===== config.mk =====
export PLATFORM = sky130hd
export DESIGN_NAME = tt_um_uart_tx
export DESIGN_NICKNAME = d
export VERILOG_FILES = /design/src/rtl/tt_um_uart_tx.sv
export SDC_FILE = /design/constraint.sdc
export NUM_CORES = 1
export LEC_CHECK = 0
export ABC_AREA = 1
export CAP_MARGIN = 20
export CORE_UTILIZATION = 51
export CTS_CLUSTER_SIZE = 30
export DETAILED_ROUTE_END_ITERATION = 8
export HOLD_SLACK_MARGIN = 0.08
export PLACE_DENSITY = 0.95
export SETUP_SLACK_MARGIN = 0.4
export SLEW_MARGIN = 5
export SYNTH_ARGS = -nofsm -noshare
export SYNTH_HDL_FRONTEND = slang
export SYNTH_SLANG_ARGS = --single-unit

===== constraint.sdc =====
create_clock -name clk -period 4.37 [get_ports clk]
set_clock_uncertainty 0.05 [all_clocks]
set_input_delay 0.874 -clock clk [delete_from_list [all_inputs] [get_ports clk]]
set_output_delay 0.874 -clock clk [all_outputs]
set_load 0.01 [all_outputs]

===== src/rtl/tt_um_uart_tx.sv =====
// ---------------------------------------------------------------------------
// tt_um_uart_tx -- 8N1 UART transmitter in the Tiny Tapeout user-module shell.
//
// Frame layout: START(0), 8 data bits LSB first, optional PARITY (even),
// STOP(1). Each bit lasts CLKS_PER_BIT clock cycles.
//
// Optional feature macro:
//   UART_TX_PARITY_EN  -- when defined, an even-parity bit is inserted
//                         between the last data bit and the stop bit.
//
// Pin map:
//   ui_in[7:0]   byte to transmit (latched when a frame is accepted)
//   uio_in[0]    start request (level-sensitive, honoured only in IDLE, ena=1)
//   uo_out[0]    txd
//   uo_out[1]    busy
//   uo_out[2]    done (one-cycle pulse as the FSM returns to IDLE)
//   uio_out[7:1] frames-sent counter (wraps modulo 128)
//   uio_oe       constant 8'b1111_1110
// ---------------------------------------------------------------------------
module tt_um_uart_tx #(
  parameter int CLKS_PER_BIT = 16
) (
  input  logic       clk,
  input  logic       rst_n,
  input  logic       ena,
  input  logic [7:0] ui_in,
  output logic [7:0] uo_out,
  input  logic [7:0] uio_in,
  output logic [7:0] uio_out,
  output logic [7:0] uio_oe
);

  // Bit timer counts 0 .. CLKS_PER_BIT-1 inside every serial bit.
  localparam int              TIMER_W   = (CLKS_PER_BIT > 1) ? $clog2(CLKS_PER_BIT) : 1;
  localparam logic [TIMER_W-1:0] TIMER_MAX = TIMER_W'(CLKS_PER_BIT - 1);

  // FSM encoding.
  localparam logic [2:0] IDLE   = 3'd0;
  localparam logic [2:0] START  = 3'd1;
  localparam logic [2:0] DATA   = 3'd2;
  localparam logic [2:0] STOP   = 3'd3;
`ifdef UART_TX_PARITY_EN
  localparam logic [2:0] PARITY = 3'd4;
`endif

  // -------------------------------------------------------------------------
  // State
  // -------------------------------------------------------------------------
  logic [2:0]         state;
  logic [2:0]         state_next;
  logic [TIMER_W-1:0] bit_timer;
  logic [2:0]         bit_idx;
  logic [7:0]         shift_reg;
  logic               txd;
  logic               txd_next;
  logic               busy;
  logic               done;
  logic [6:0]         frame_cnt;
`ifdef UART_TX_PARITY_EN
  logic               parity_bit;
`endif

  // Decoded events
  logic start_req;
  logic accept;
  logic bit_end;
  logic last_data_bit;
  logic frame_end;

  // Only uio_in[0] is meaningful; the upper bits are deliberately ignored.
  logic unused_uio_bits;
  assign unused_uio_bits = &{1'b0, uio_in[7:1]};

  assign start_req     = uio_in[0];
  assign bit_end       = (bit_timer == TIMER_MAX);
  assign last_data_bit = (bit_idx == 3'd7);
  assign accept        = (state == IDLE) && ena && start_req;
  assign frame_end     = (state == STOP) && bit_end;

  // -------------------------------------------------------------------------
  // Next-state and next-txd decode
  // -------------------------------------------------------------------------
  // Transition on the final cycle of each bit; txd is precomputed so the
  // registered line changes exactly on the bit boundary.
  always_comb begin
    // NOTE: every output of a combinational block gets a default first, so
    // no path leaves it unassigned and no latch is inferred.
    state_next = state;
    txd_next   = txd;
    case (state)
      IDLE: begin
        if (accept) begin
          state_next = START;
          txd_next   = 1'b0;
        end
      end
      START: begin
        if (bit_end) begin
          state_next = DATA;
          txd_next   = shift_reg[0];
        end
      end
      DATA: begin
        if (bit_end) begin
          if (last_data_bit) begin
`ifdef UART_TX_PARITY_EN
            state_next = PARITY;
            txd_next   = parity_bit;
`else
            state_next = STOP;
            txd_next   = 1'b1;
`endif
          end else begin
            txd_next = shift_reg[1];
          end
        end
      end
`ifdef UART_TX_PARITY_EN
      PARITY: begin
        if (bit_end) begin
          state_next = STOP;
          txd_next   = 1'b1;
        end
      end
`endif
      STOP: begin
        if (bit_end) begin
          state_next = IDLE;
          txd_next   = 1'b1;
        end
      end
      default: begin
        state_next = IDLE;
        txd_next   = 1'b1;
      end
    endcase
  end

  // -------------------------------------------------------------------------
  // Sequential state
  // -------------------------------------------------------------------------
  // FSM state register; reset is sampled on the clock edge.
  always_ff @(posedge clk) begin
    // NOTE: sequential state uses non-blocking assignments so every register
    // sees the pre-edge values of the others, independent of block order.
    if (!rst_n) begin
      state <= IDLE;
    end else begin
      state <= state_next;
    end
  end

  // Bit timer: free-runs inside a bit, held at zero while idle.
  always_ff @(posedge clk) begin
    if (!rst_n) begin
      bit_timer <= '0;
    end else if ((state == IDLE) || bit_end) begin
      bit_timer <= '0;
    end else begin
      bit_timer <= bit_timer + 1'b1;
    end
  end

  // Data-bit index: advances at the end of each data bit, wraps 7 -> 0.
  always_ff @(posedge clk) begin
    if (!rst_n) begin
      bit_idx <= 3'd0;
    end else if (accept) begin
      bit_idx <= 3'd0;
    end else if ((state == DATA) && bit_end) begin
      bit_idx <= bit_idx + 3'd1;
    end
  end

  // Shift register: loaded on acceptance so later ui_in changes are ignored.
  always_ff @(posedge clk) begin
    if (!rst_n) begin
      shift_reg <= 8'h00;
    end else if (accept) begin
      shift_reg <= ui_in;
    end else if ((state == DATA) && bit_end) begin
      shift_reg <= {1'b0, shift_reg[7:1]};
    end
  end

`ifdef UART_TX_PARITY_EN
  // Even parity of the accepted byte, captured alongside the shift register.
  always_ff @(posedge clk) begin
    if (!rst_n) begin
      parity_bit <= 1'b0;
    end else if (accept) begin
      parity_bit <= ^ui_in;
    end
  end
`endif

  // Serial line register: idles high, and a reset forces it high at once.
  always_ff @(posedge clk) begin
    if (!rst_n) begin
      txd <= 1'b1;
    end else begin
      txd <= txd_next;
    end
  end

  // Status flags: busy mirrors "not IDLE", done pulses on the STOP exit edge.
  always_ff @(posedge clk) begin
    if (!rst_n) begin
      busy <= 1'b0;
      done <= 1'b0;
    end else begin
      busy <= (state_next != IDLE);
      done <= frame_end;
    end
  end

  // Frames-sent counter, wrapping modulo 128.
  always_ff @(posedge clk) begin
    if (!rst_n) begin
      frame_cnt <= 7'd0;
    end else if (frame_end) begin
      frame_cnt <= frame_cnt + 7'd1;
    end
  end

  // -------------------------------------------------------------------------
  // Outputs (constant bits do not depend on reset)
  // -------------------------------------------------------------------------
  assign uo_out  = {5'b0_0000, done, busy, txd};
  assign uio_out = {frame_cnt, 1'b0};
  assign uio_oe  = 8'b1111_1110;

  // -------------------------------------------------------------------------
  // Structural invariants
  // -------------------------------------------------------------------------
  a_busy_matches_state: assert property (@(posedge clk) disable iff (!rst_n)
    busy == (state != IDLE));

  a_done_not_busy: assert property (@(posedge clk) disable iff (!rst_n)
    done |-> !busy);

  a_idle_line_high: assert property (@(posedge clk) disable iff (!rst_n)
    !busy |-> txd);

endmodule


# == Word-level counts from Yosys, hierarchy flattened ==
# Index checks and enable logic that the tools add are counted.
# totals
out_inout_bits,24
wordCells,46
regBits,28
in_bits,19
# op_classes
eq_ne,9
addsub,3
bitwise_logic,1
reduce_logical,11
mux,14
# op_table
operator,count
two-way mux 8 bit,2
two-way mux 3 bit,5
case mux 3 bit (4 select lines),1
!= test 2 bit (second input constant),4
adder 7 x 1 -> 7 bit (second input constant),1
equality test 3 x 2 -> 1 bit (second input constant),2
two-way mux 1 bit,5
adder 4 x 1 -> 4 bit (second input constant),1
equality test 4 bit (second input constant),1
logical AND 1 bit,4
case mux 1 bit (4 select lines),1
AND reduction 4 bit,1
OR reduction 2 bit,2
adder 3 x 1 -> 3 bit (second input constant),1
equality test 3 x 1 -> 1 bit (second input constant),1
equality test 3 bit (second input constant),1
zero test 3 bit,1
nonzero test 3 bit,1
nonzero test 2 bit,1
logical OR 1 bit,1
NOT 1 bit,1

# == Longest topological paths before layout ==
# depth
depth_word,6
depth_mapped,8
ltp_nobuf,8

# == Worst setup path after synthesis ==
# OpenSTA, ideal clock, no wires.
# synth_timing
path_kind,input to register
start,in uio_in[0]
end,reg shift_reg[6]
required_time_ns,4.206
stages,7
path_slack_ns,2.693
arrival_ns,1.513
path_buffers,1
setup_ns,0.114
path_cell_list,nand2_1 > inv_1 > nand3_4 > buf_6 > nand2_4 > o21bai_1 > nor2_1
# synth_via
elab_chain_len,2
word_cells_on_any_way,3
classes_between,mux: 1; reduce/logical: 2
# synth_lines
item,line_no,text
start: declaration,28,"input logic [7:0] uio_in,"
logical AND 1 bit (*),77,assign accept = (state == IDLE) && ena && start_req;
two-way mux 8 bit or nonzero test 2 bit (tied branches),-,
end signal: assignment,180,shift_reg <= ui_in;
end signal: assignment,182,"shift_reg <= {1'b0, shift_reg[7:1]};"
end: declaration,53,logic [7:0] shift_reg;
# Mark *: on every way between the ends. The rest lies on a longest branch, timed or not.
# A chain may end at the register's enable or synchronous reset.

# == Final worst setup path ==
# layout_timing
start,reg frame_cnt[2]
end,out uio_out[3]
# layout_rtl
item,line_no,text
start: declaration,58,logic [6:0] frame_cnt;
start signal: assignment,222,frame_cnt <= frame_cnt + 7'd1;
end: declaration,29,"output logic [7:0] uio_out,"
# No word-level cell between the ends.

==> results by stage <==
Worst setup path:
- The worst setup path is captured at an output port.
- The signal arrival time at the worst endpoint is 1.38 ns.
- The slowest stage of the critical path is the clkdlybuf4s50_1 cell.
- The critical path data required time is 3.45 ns.
- In this design, the stage delay of the slowest critical-path cell is 0.57 ns.
- The worst setup path is launched from a register.
- Walking the worst path, the cells encountered are clkdlybuf4s50_1.
- The highest net fanout along the worst path is 6.
- The critical path is of the register to output port type.
- Counting both buffers and inverters, the worst setup path holds a total of 1.
- The cell class contributing the biggest share of worst-path delay is buffers and inverters.

Die:
- The total area inside the core boundary comes to 2830 µm².
- The floorplan has 19 rows.
- 43 I/O pins were placed.
- The area of the die is 3280 µm².
- The height of the die is 57.2 µm.
- The initial utilization of the core area, before any placement, comes to 55.0%.
- The die is 57.2 µm wide.

CTS:
- The number of setup buffers added after CTS is 0.
- TritonCTS built the clock tree.
- The number of buffers inserted by hold repair at cts is 0.
- The clock latency on the worst-skew pair is 0.34 ns.
- The clock-pin slew on the worst setup and hold paths is 0.16 ns.
- The count of cells resized by post-cts repair is 0.
- The number of clock buffers inserted by TritonCTS is 3.
- The count of clock tree sinks is 28.
- In this run the clock root is driven by a clkbuf_4.
- CTS built an H-tree with a depth of 1.
- The clock passes through at most 2 buffers.

Global route:
- The pin count of the biggest net entering global routing is 17.
- The initial antenna violation count is 0.
- The via count of the first global-routing pass was 1,112.
- The global-route wire length before repair is 4570 µm.
- The overflow left after global routing is 0.
- The overall track demand over capacity in global routing is 18.0%.

Route:
- In the final routed layout, each cell accounts on average for 10.5 µm.
- The pre-antenna-repair detailed-routing pass consisted of 6 iterations.
- For this block, the initial DRC count from the detailed router was 45.
- Once detail routing completed, the nets flagged for antenna violations numbered 0.
- For this run, design rule violations remaining after detail routing come to 2.
- The average via count per standard cell is 4.95.
- The final wirelength is 2750 µm.
- The final route contains 1,298 vias.

Logic synthesis:
- The post-synthesis average cell area is 7.34 µm².
- The Yosys warning count is 0.
- The number of instances in the synthesized netlist is 212.
- The number of synthesized register bits is 28.
- For this run, the register share of the synthesized area comes to 36.0%.
- After synthesis, the netlist uses 26 different library cells.
- The mapped cell area is 1560 µm².

Cells and area:
- The final layout net count is 255.
- Compared with the post-synthesis result, the final layout area differs by 13.3%.
- The register with the most flip-flops in the layout has 8 of them.
- The layout cell share with drive strength beyond 1 is 8.66%.
- The filler cells instantiated in the layout total 246.
- The antenna diode count is 0.

Outcome:
- The final reports fail on DRC.
- The run finished, with violations left.

Power and ir drop:
- VDD sags by at most 0.187 mV.
- The leakage power summed over all cells is 0.815 nW.
- The power after layout is 486 µW.
- For this design the ratio of total power to cell area is 275 nW/µm².

Placement:
- The placed wire-length estimate is 2160 µm.
- The global placement routability congestion is 0.788.
- Buffers placed on the I/O ports in this run total 21.

Timing:
- The number of pins exceeding their max-slew limit in the final report came to 0.
- Setup repair after global routing left no endpoint under its margin.
- The worst pin sits at a relative slew slack of 65.6%.
- For the pin with the worst max-slew slack, the measured transition is 0.515 ns.
- Subtracting the final worst setup slack from the clock period gives 2.30 ns.
- The final number of setup-violating endpoints is 0.
- The maximum clock frequency is 435 MHz.
- The final hold violation count is 0.
- In the final timing run, aggregate negative setup slack is 0 ns.
- The final worst-path cycle share is 52.7%.

Hold path:
- In this run the worst hold path is classified as register to register.

Run:
- Max-cap violations in this run came to 0.
per-layer routing:
metal  vias to the layer above  GRT usage [%]  wire length [µm]
met5                         -              0                 0
met4                         0           9.41                53
met3                         5           2.04                90
met2                        30           31.3              1380
met1                       592           21.8              1230
li1                        671              -                 -
layout make-up:
class	count	area (µm²)	area share (%)
clock inverter	1	30.0	1.70
sequential	28	561	31.8
inverter	26	100	5.67
clock buffer	3	22.5	1.28
timing repair buffer	21	210	11.9
multi-input combinational	152	802	45.5
tap	31	38.8	2.20
placed cells by master, fill, tap and decap left out, types with 4 or more instances in the layout:
cell / n
nor2_4: 4
nand2_1: 58
conb_1: 15
clkdlybuf4s50_1: 21
dfxtp_1: 28
inv_1: 24
ha_1: 4
nand3_1: 16
nor2_1: 19
a21oi_1: 14
synthesized netlist by cell type:
library cell   n  area share [%]
nor2_4         4             2.9
nand3_2        3             1.9
xor2_1         1            0.56
nand3_1       16             5.1
nor3_1         1            0.32
nand3_4        3             3.4
inv_1         24             5.8
o21ai_0        3            0.96
nand2_1       58              14
nand4_1        2            0.80
nor2_1        19             4.6
ha_1           4             3.2
nor2_8         1             1.3
xnor2_1        3             1.7
o21ai_1        1            0.32
inv_4          1            0.40
buf_6          1            0.72
conb_1         2            0.48
nand2_4        2             1.4
buf_4         17             8.2
a21oi_1       14             4.5
dfxtp_1       28              36
inv_2          1            0.24
clkbuf_1       1            0.24
nor2_2         1            0.40
o21bai_1       1            0.48
where the power goes:
group | leakage, nW | switching [mW] | total (mW) | internal [mW]
logic | 0.559 | 0.0283 | 0.0487 | 0.0204
registers | 0.227 | 0.00408 | 0.265 | 0.261
clock network | 0.0279 | 0.0790 | 0.172 | 0.0929
stage by stage:
| step | util (%) | cell area [µm²] | std cells | hold slack (ns) | worst slack [ns] |
|---|---|---|---|---|---|
| floorplan | - | 1610 | 225 | 0.368 | 2.69 |
| global placement | 60.5 | 1710 | 258 | 0.381 | 2.01 |
| detailed placement | 60.5 | 1710 | 258 | 0.388 | 1.97 |
| CTS | 62.4 | 1760 | 262 | 0.413 | 2.06 |
| global route | 62.4 | 1760 | 262 | 0.435 | 2.03 |
| finish | 62.4 | 1760 | 262 | 0.410 | 2.07 |
worst paths after layout:
| kind | startpoint | endpoint | slack [ns] | depth (start not counted) |
|---|---|---|---|---|
| setup / recovery | frame_cnt[2] | uio_out[3] | 2.07 | 1 |
| hold / removal | bit_timer[0] | bit_timer[0] | 0.41 | 1 |
| setup reg to reg | bit_timer[0] | frame_cnt[5] | 2.85 | 6 |
| hold reg to reg | bit_timer[0] | bit_timer[0] | 0.41 | 1 |
kinds of logic (layout without fill, tap and decap cells):
family	after synthesis	after routing	share of synthesized area, %
compound gates	19	19	6.27
xor+xnor	4	4	2.25
fa+ha+maj	4	4	3.22
buf+inv	45	51	15.6
flops	28	28	36.0
other cells	2	15	0.482
simple gates	110	110	36.2
Power figures use the tool's default switching activity.
